<file path="src/rtl/line_buffer_3row_if.sv">
// Pixel stream in, vertically aligned column triple out, for the 3-row line buffer.
// The source side takes the master modport; the line buffer takes the slave modport.
interface line_buffer_3row_if #(
  parameter int BIT_DEPTH = 8,
  parameter int IMG_WIDTH = 28
);
  logic                         pix_valid;
  logic [BIT_DEPTH-1:0]         pix_in;
  logic [BIT_DEPTH-1:0]         out1;
  logic [BIT_DEPTH-1:0]         out2;
  logic [BIT_DEPTH-1:0]         out3;
  logic                         out_valid;
  logic                         win_valid;
  logic [$clog2(IMG_WIDTH)-1:0] col_idx;
  logic                         frame_done;

  modport master (
    output pix_valid, pix_in,
    input  out1, out2, out3, out_valid, win_valid, col_idx, frame_done
  );

  modport slave (
    input  pix_valid, pix_in,
    output out1, out2, out3, out_valid, win_valid, col_idx, frame_done
  );
endinterface

</file>
<file path="src/rtl/line_buffer_3row.sv">
// Two-row line buffer emitting column triples (rows r-2, r-1, r) one cycle after each
// accepted pixel; one pixel per cycle, no back-pressure, gaps simply hold the outputs.
module line_buffer_3row #(
  parameter int BIT_DEPTH  = 8,
  parameter int IMG_WIDTH  = 28,
  parameter int IMG_HEIGHT = 28
) (
  input logic               clk,
  input logic               rst,
  line_buffer_3row_if.slave bus
);
  localparam int CW = $clog2(IMG_WIDTH);
  localparam int RW = $clog2(IMG_HEIGHT);
  localparam logic [CW-1:0] COL_LAST = CW'(IMG_WIDTH - 1);
  localparam logic [RW-1:0] ROW_LAST = RW'(IMG_HEIGHT - 1);

  logic [BIT_DEPTH-1:0] lb_top [IMG_WIDTH];
  logic [BIT_DEPTH-1:0] lb_mid [IMG_WIDTH];
  logic [CW-1:0]        col;
  logic [RW-1:0]        row;

  // Row gating guarantees stale contents are never emitted, so the memories have no reset.
  always_ff @(posedge clk) begin
    if (!rst && bus.pix_valid) begin
      lb_top[col] <= lb_mid[col];
      lb_mid[col] <= bus.pix_in;
    end
  end

  always_ff @(posedge clk) begin
    if (rst) begin
      col            <= '0;
      row            <= '0;
      bus.out1       <= '0;
      bus.out2       <= '0;
      bus.out3       <= '0;
      bus.col_idx    <= '0;
      bus.out_valid  <= 1'b0;
      bus.win_valid  <= 1'b0;
      bus.frame_done <= 1'b0;
    end else begin
      bus.out_valid  <= 1'b0;
      bus.win_valid  <= 1'b0;
      bus.frame_done <= 1'b0;
      if (bus.pix_valid) begin
        bus.out1       <= lb_top[col];
        bus.out2       <= lb_mid[col];
        bus.out3       <= bus.pix_in;
        bus.col_idx    <= col;
        bus.out_valid  <= (row >= RW'(2));
        bus.win_valid  <= (row >= RW'(2)) && (col >= CW'(2));
        bus.frame_done <= (row == ROW_LAST) && (col == COL_LAST);
        if (col == COL_LAST) begin
          col <= '0;
          row <= (row == ROW_LAST) ? '0 : row + 1'b1;
        end else begin
          col <= col + 1'b1;
        end
      end
    end
  end
endmodule

</file>
<file path="src/flat_wrapper.sv">
// flat-port wrapper written by rule: the top's interface ports become plain ports
module line_buffer_3row_flat 
#(
  parameter int BIT_DEPTH  = 8,
  parameter int IMG_WIDTH  = 28,
  parameter int IMG_HEIGHT = 28
)
  (clk, rst, bus_pix_valid, bus_pix_in, bus_out1, bus_out2, bus_out3, bus_out_valid, bus_win_valid, bus_col_idx, bus_frame_done);
  line_buffer_3row_if #(.BIT_DEPTH(BIT_DEPTH), .IMG_WIDTH(IMG_WIDTH)) bus_i ();
  input logic clk;
  input logic rst;
  input wire logic [$bits(bus_i.pix_valid)-1:0] bus_pix_valid;
  input wire logic [$bits(bus_i.pix_in)-1:0] bus_pix_in;
  output wire logic [$bits(bus_i.out1)-1:0] bus_out1;
  output wire logic [$bits(bus_i.out2)-1:0] bus_out2;
  output wire logic [$bits(bus_i.out3)-1:0] bus_out3;
  output wire logic [$bits(bus_i.out_valid)-1:0] bus_out_valid;
  output wire logic [$bits(bus_i.win_valid)-1:0] bus_win_valid;
  output wire logic [$bits(bus_i.col_idx)-1:0] bus_col_idx;
  output wire logic [$bits(bus_i.frame_done)-1:0] bus_frame_done;
  assign bus_i.pix_valid = bus_pix_valid;
  assign bus_i.pix_in = bus_pix_in;
  assign bus_out1 = bus_i.out1;
  assign bus_out2 = bus_i.out2;
  assign bus_out3 = bus_i.out3;
  assign bus_out_valid = bus_i.out_valid;
  assign bus_win_valid = bus_i.win_valid;
  assign bus_col_idx = bus_i.col_idx;
  assign bus_frame_done = bus_i.frame_done;
  line_buffer_3row #(.BIT_DEPTH(BIT_DEPTH), .IMG_WIDTH(IMG_WIDTH), .IMG_HEIGHT(IMG_HEIGHT)) u_core (.clk(clk), .rst(rst), .bus(bus_i));
endmodule
</file>
<file path="config.mk">
export PLATFORM = sky130hd
export DESIGN_NAME = line_buffer_3row_flat
export DESIGN_NICKNAME = d
export VERILOG_FILES = /design/src/rtl/line_buffer_3row_if.sv /design/src/rtl/line_buffer_3row.sv /design/src/flat_wrapper.sv
export SDC_FILE = /design/constraint.sdc
export NUM_CORES = 1
export LEC_CHECK = 0
export ABC_AREA = 1
export CAP_MARGIN = 15
export CORE_MARGIN = 1.5
export CORE_UTILIZATION = 35
export DETAILED_ROUTE_END_ITERATION = 6
export SLEW_MARGIN = 20
export SYNTH_ARGS = -nofsm -noshare
export SYNTH_HDL_FRONTEND = slang
export SYNTH_SLANG_ARGS = --single-unit
export TNS_END_PERCENT = 1
</file>
<file path="constraint.sdc">
create_clock -name clk -period 3.4 [get_ports clk]
set_clock_uncertainty 0.05 [all_clocks]
set_input_delay 0.85 -clock clk [delete_from_list [all_inputs] [get_ports clk]]
set_output_delay 0.85 -clock clk [all_outputs]
set_load 0.005 [all_outputs]
</file>
Word-level counts from Yosys, hierarchy flattened
Memory sizes are Yosys's and may differ from the RTL's. A register that Yosys moved wholly into a read port is not among the register bits. Cells that the tools add are included.

Register bits after elaboration: 34. Memories kept: 2. Input port bits: 11. RAM bits: 448.

Memory list: u_core.lb_mid (words 28, width 8, read ports 1, clocked after Yosys merged registers in 1, write ports 1, RTL line line_buffer_3row.sv:18) `logic [BIT_DEPTH-1:0] lb_mid [IMG_WIDTH];`; u_core.lb_top (words 28, width 8, read ports 1, clocked after Yosys merged registers in 1, write ports 1, RTL line line_buffer_3row.sv:17) `logic [BIT_DEPTH-1:0] lb_top [IMG_WIDTH];`.

Reduce and logical (&&, ||, !) cells: 6. Add/sub/neg operators: 2. Muxes and demuxes: 6. Eq/ne operators: 2. Bitwise gates (word level): 1. Order comparisons: 2.

Operators with widths (count): two-way mux 5 bit (4); adder 5 x 1 -> 5 bit, second input constant (2); equality test 5 bit, second input constant (2); >= comparator 5 x 2 -> 1 bit, second input constant (2); logical AND 1 bit (3); two-way mux 1 bit (2); AND reduction 2 bit (1); OR reduction 2 bit (1); zero test 1 bit (1); inverter 1 bit (1).

Logic depth before layout (Yosys ltp)
Depth in word-level cells: 4. Depth in mapped cells: 14. Mapped depth without buffers: 13.

Least setup slack after synthesis
No wires, ideal clock.

Path type: input -> register. Start point: in bus_pix_valid. End point: mem u_core.lb_mid[0][0] (enable). Arrival time: 2.313 ns. Slack: 0.649 ns. Stages on the path: 5. Setup time: 0.388 ns. Cell sequence: buf_2 > inv_2 > nor2_1 > nand2_1 > nor2_1.

Cells in the longest elaborated chain, start to end: 3.

RTL lines: start, declared (RTL line flat_wrapper.sv:12) `input wire logic [$bits(bus_i.pix_valid)-1:0] bus_pix_valid;`; logical AND 1 bit (RTL line line_buffer_3row.sv:24) `if (!rst && bus.pix_valid) begin`; two-way mux 1 bit (RTL line line_buffer_3row.sv:24); two-way mux 1 bit (implied by the code) (RTL line line_buffer_3row.sv:26) `lb_mid[col] <= bus.pix_in;`; end, declared (RTL line line_buffer_3row.sv:18).

No other way between the ends.

==> impl_metrics.ini <==
[setup_path]
slowest_delay_ps = 600
r2r_cells = 10
crit_slowest_cell = inv_2
cp.required_ps = 3640
crit_chain = inv_2 > buf_4 > nand3_1 > nand2_1 > nand2_1 > nand3_1 > nand3_1 > nand2_1 > inv_1 > buf_4
path_class = reg -> reg
critPathLaunchType = flop
cp.arrival_ps = 2900
cp-end-kind = flop
crit_fanout = 36

[drt]
wl_per_cell_um = 20.1
met1_length_um = 22800
wl_met3_um = 3810
drc = 0
wl_um = 54100
drt_first_pass_iters = 7
vias = 13500
detail-route-antenna-nets = 0
met2WireLength_um = 26000
routed_via_density = 5.01
routed.top_layer = met4
drt-initial-drc-count = 1382

[sta]
fin_crit_sh_pct = 78.3
hold_viol = 0
rsz0062_at_grt = no
final_max_slew_viol_count = 0
tightestPinTransition_ps = 928
setup_tns_ps = 0
setup_viol = 0
max_freq_mhz = 375
whs_ps = 425
max_slew_margin_pct = 38.1
fin_crit_ps = 2660

[cts]
post-cts-setup-buffers = 0
cts_root_buf = clkbuf_16
tritoncts = built
cts_max_path_buffers = 3
htree_levels = 2
holdBufCountCts = 0
cts_sinks = 495
cts_buffers = 50
clk_latency_ps = 600
post_cts_resized = 0
path_clk_slew_ps = 60

[global_routing]
grt_first_pass_wirelength_um = 81500
antenna_found_initial = 1
grt_pass1_vias = 13200
grt_max_degree = 100
grtUsageTotal_pct = 18.2
grt-ovfl-total = 0

[synth]
synth_enable_flop_cells = 448
syn_area_mm2 = 0.0202
ys_seq_area_share_pct = 71.1
synthCells = 1811
synthArstFlopShare_pct = 0
synthDistinctLibCells = 33
ys_seq_elements = 495
synth_area_per_cell_um2 = 11.2
yosys_warnings = 0
synthFlopType = edfxtp_1
syn_nets = 1829

[flow_run]
maxCapViolCount = 0

[die]
io_pins = 43
die-area_mm2 = 0.0593
die_width_um = 243
dieHeight_um = 243
start_util_pct = 35.7
core_area_mm2 = 0.0567
core.rowCount = 87

[final_layout]
fillCellCount = 5277
area_delta_synth_final_pct = 16.1
diodes = 0
num-nets-final = 1907
postLayoutCellArea_mm2 = 0.0235
drive_gt1_share_pct = 9.48
final_cells = 2686
post-route-util_pct = 41.4

[placed_design]
place_congestion = 0.851
io_buffers = 42
dp_hpwl_um = 33900
dp.cells = 2593
dpl-instance-area_mm2 = 0.0217

[pwr]
p_per_area_mw_per_mm2 = 589
vdd_drop_max_v = 0.000342
p_leak_nw = 8.79

[outcome]
status = finished, final reports clean

[hold_path]
holdPathStages = 2
hp-class = reg -> reg
==> final timing paths <==
check	slack, ps	endpoint	start
setup / recovery	740	u_core.lb_top[7][3]$_DFFE_PP_	flop
setup reg to reg	740	u_core.lb_top[7][3]$_DFFE_PP_	flop
hold / removal	430	u_core.bus.col_idx[2]$_SDFFE_PP0P_	u_core.bus.col_idx[2]$_SDFFE_PP0P_
hold reg to reg	430	u_core.bus.col_idx[2]$_SDFFE_PP0P_	u_core.bus.col_idx[2]$_SDFFE_PP0P_
==> layer usage <==
metal	vias up	GRT usage [%]
li1	6311	-
met1	6578	24.3
met2	484	30.0
met3	90	3.27
met4	0	6.03
met5	-	0
==> cell type report <==
| class | instances | area (um2) | share of cell area, % |
|---|---|---|---|
| flip-flops and latches | 495 | 14400 | 61.3 |
| multi-input cells | 1102 | 4820 | 20.5 |
| clock buffers | 65 | 1440 | 6.14 |
| repair buffers | 122 | 1070 | 4.54 |
| well taps | 756 | 946 | 4.03 |
| inverters | 118 | 452 | 1.92 |
| clock inverters | 28 | 357 | 1.52 |
==> synthesized netlist by cell type (18+ instances only) <==
cell type / count / area [um2]
nand2_1: 489 / 1840
edfxtp_1: 448 / 13500
nor2_1: 214 / 803
nand3_1: 200 / 1000
inv_1: 110 / 413
o21ai_0: 84 / 420
dfxtp_1: 47 / 941
buf_2: 39 / 195
o21ai_1: 29 / 145
a21oi_1: 25 / 125
clkbuf_1: 21 / 78.8
buf_4: 18 / 135
o211ai_1: 18 / 135
==> per-stage QoR <==
| step | setup WS (ps) | power [mW] |
|---|---|---|
| floorplan | 649 | 7.51 |
| global placement | 405 | 8.01 |
| detailed placement | 424 | 8.02 |
| CTS | 764 | 13.9 |
| global route | 585 | 14.2 |
| finish | 737 | 13.8 |
==> cells in the final DEF, fill, tap and decap left out, types with 5 or more instances in the layout <==
| master | Yosys | routed |
|---|---|---|
| clkdlybuf4s50_1 | 0 | 41 |
| o21ai_0 | 84 | 84 |
| bufinv_16 | 0 | 8 |
| o21ai_1 | 29 | 29 |
| edfxtp_1 | 448 | 448 |
| a21oi_1 | 25 | 25 |
| ha_1 | 7 | 7 |
| clkinv_2 | 0 | 10 |
| dfxtp_1 | 47 | 43 |
| nor2_1 | 214 | 214 |
| o211ai_1 | 18 | 18 |
| clkbuf_16 | 0 | 53 |
| xor2_1 | 6 | 6 |
| clkbuf_1 | 21 | 5 |
| o22ai_1 | 10 | 10 |
| inv_1 | 110 | 110 |
| nand3_1 | 200 | 200 |
| clkbuf_8 | 0 | 7 |
| buf_4 | 18 | 76 |
| clkinv_1 | 2 | 6 |
| nand2_1 | 489 | 489 |
==> state kept, by name (all words and copies together), names as in the netlist, named ones only <==
name	count
u_core.lb_mid	224
u_core.lb_top	224
u_core.bus.out1	8
u_core.bus.out2	8
u_core.bus.out3	8
u_core.bus.col_idx	5
u_core.col	5
u_core.row	5
u_core.bus.frame_done	1
u_core.bus.out_valid	1
u_core.bus.win_valid	1
==> logic make-up (layout without fill, tap and decap cells) <==
family	after synthesis	after routing	share of synthesized area (%)
xor gates and xnor gates	6	6	0.260
and+or+nand+nor	921	921	18.7
buffers and inverters	214	333	5.03
DFF	495	495	71.1
adders and majority gates	7	7	0.433
AOI/OAI and AO/OA	168	168	4.48
==> critical path, delay by kind of cell, from the launching register on <==
kind | cells | cell delay, ps
buffers and inverters | 4 | 1290
and+or+nand+nor | 6 | 660
DFF | 1 | 320
==> where the power goes <==
group          switching [mW]  internal, mW
registers              0.0340          6.77
clock network            2.33          3.60
logic                   0.800         0.293
(Power assumes the default switching activity.)
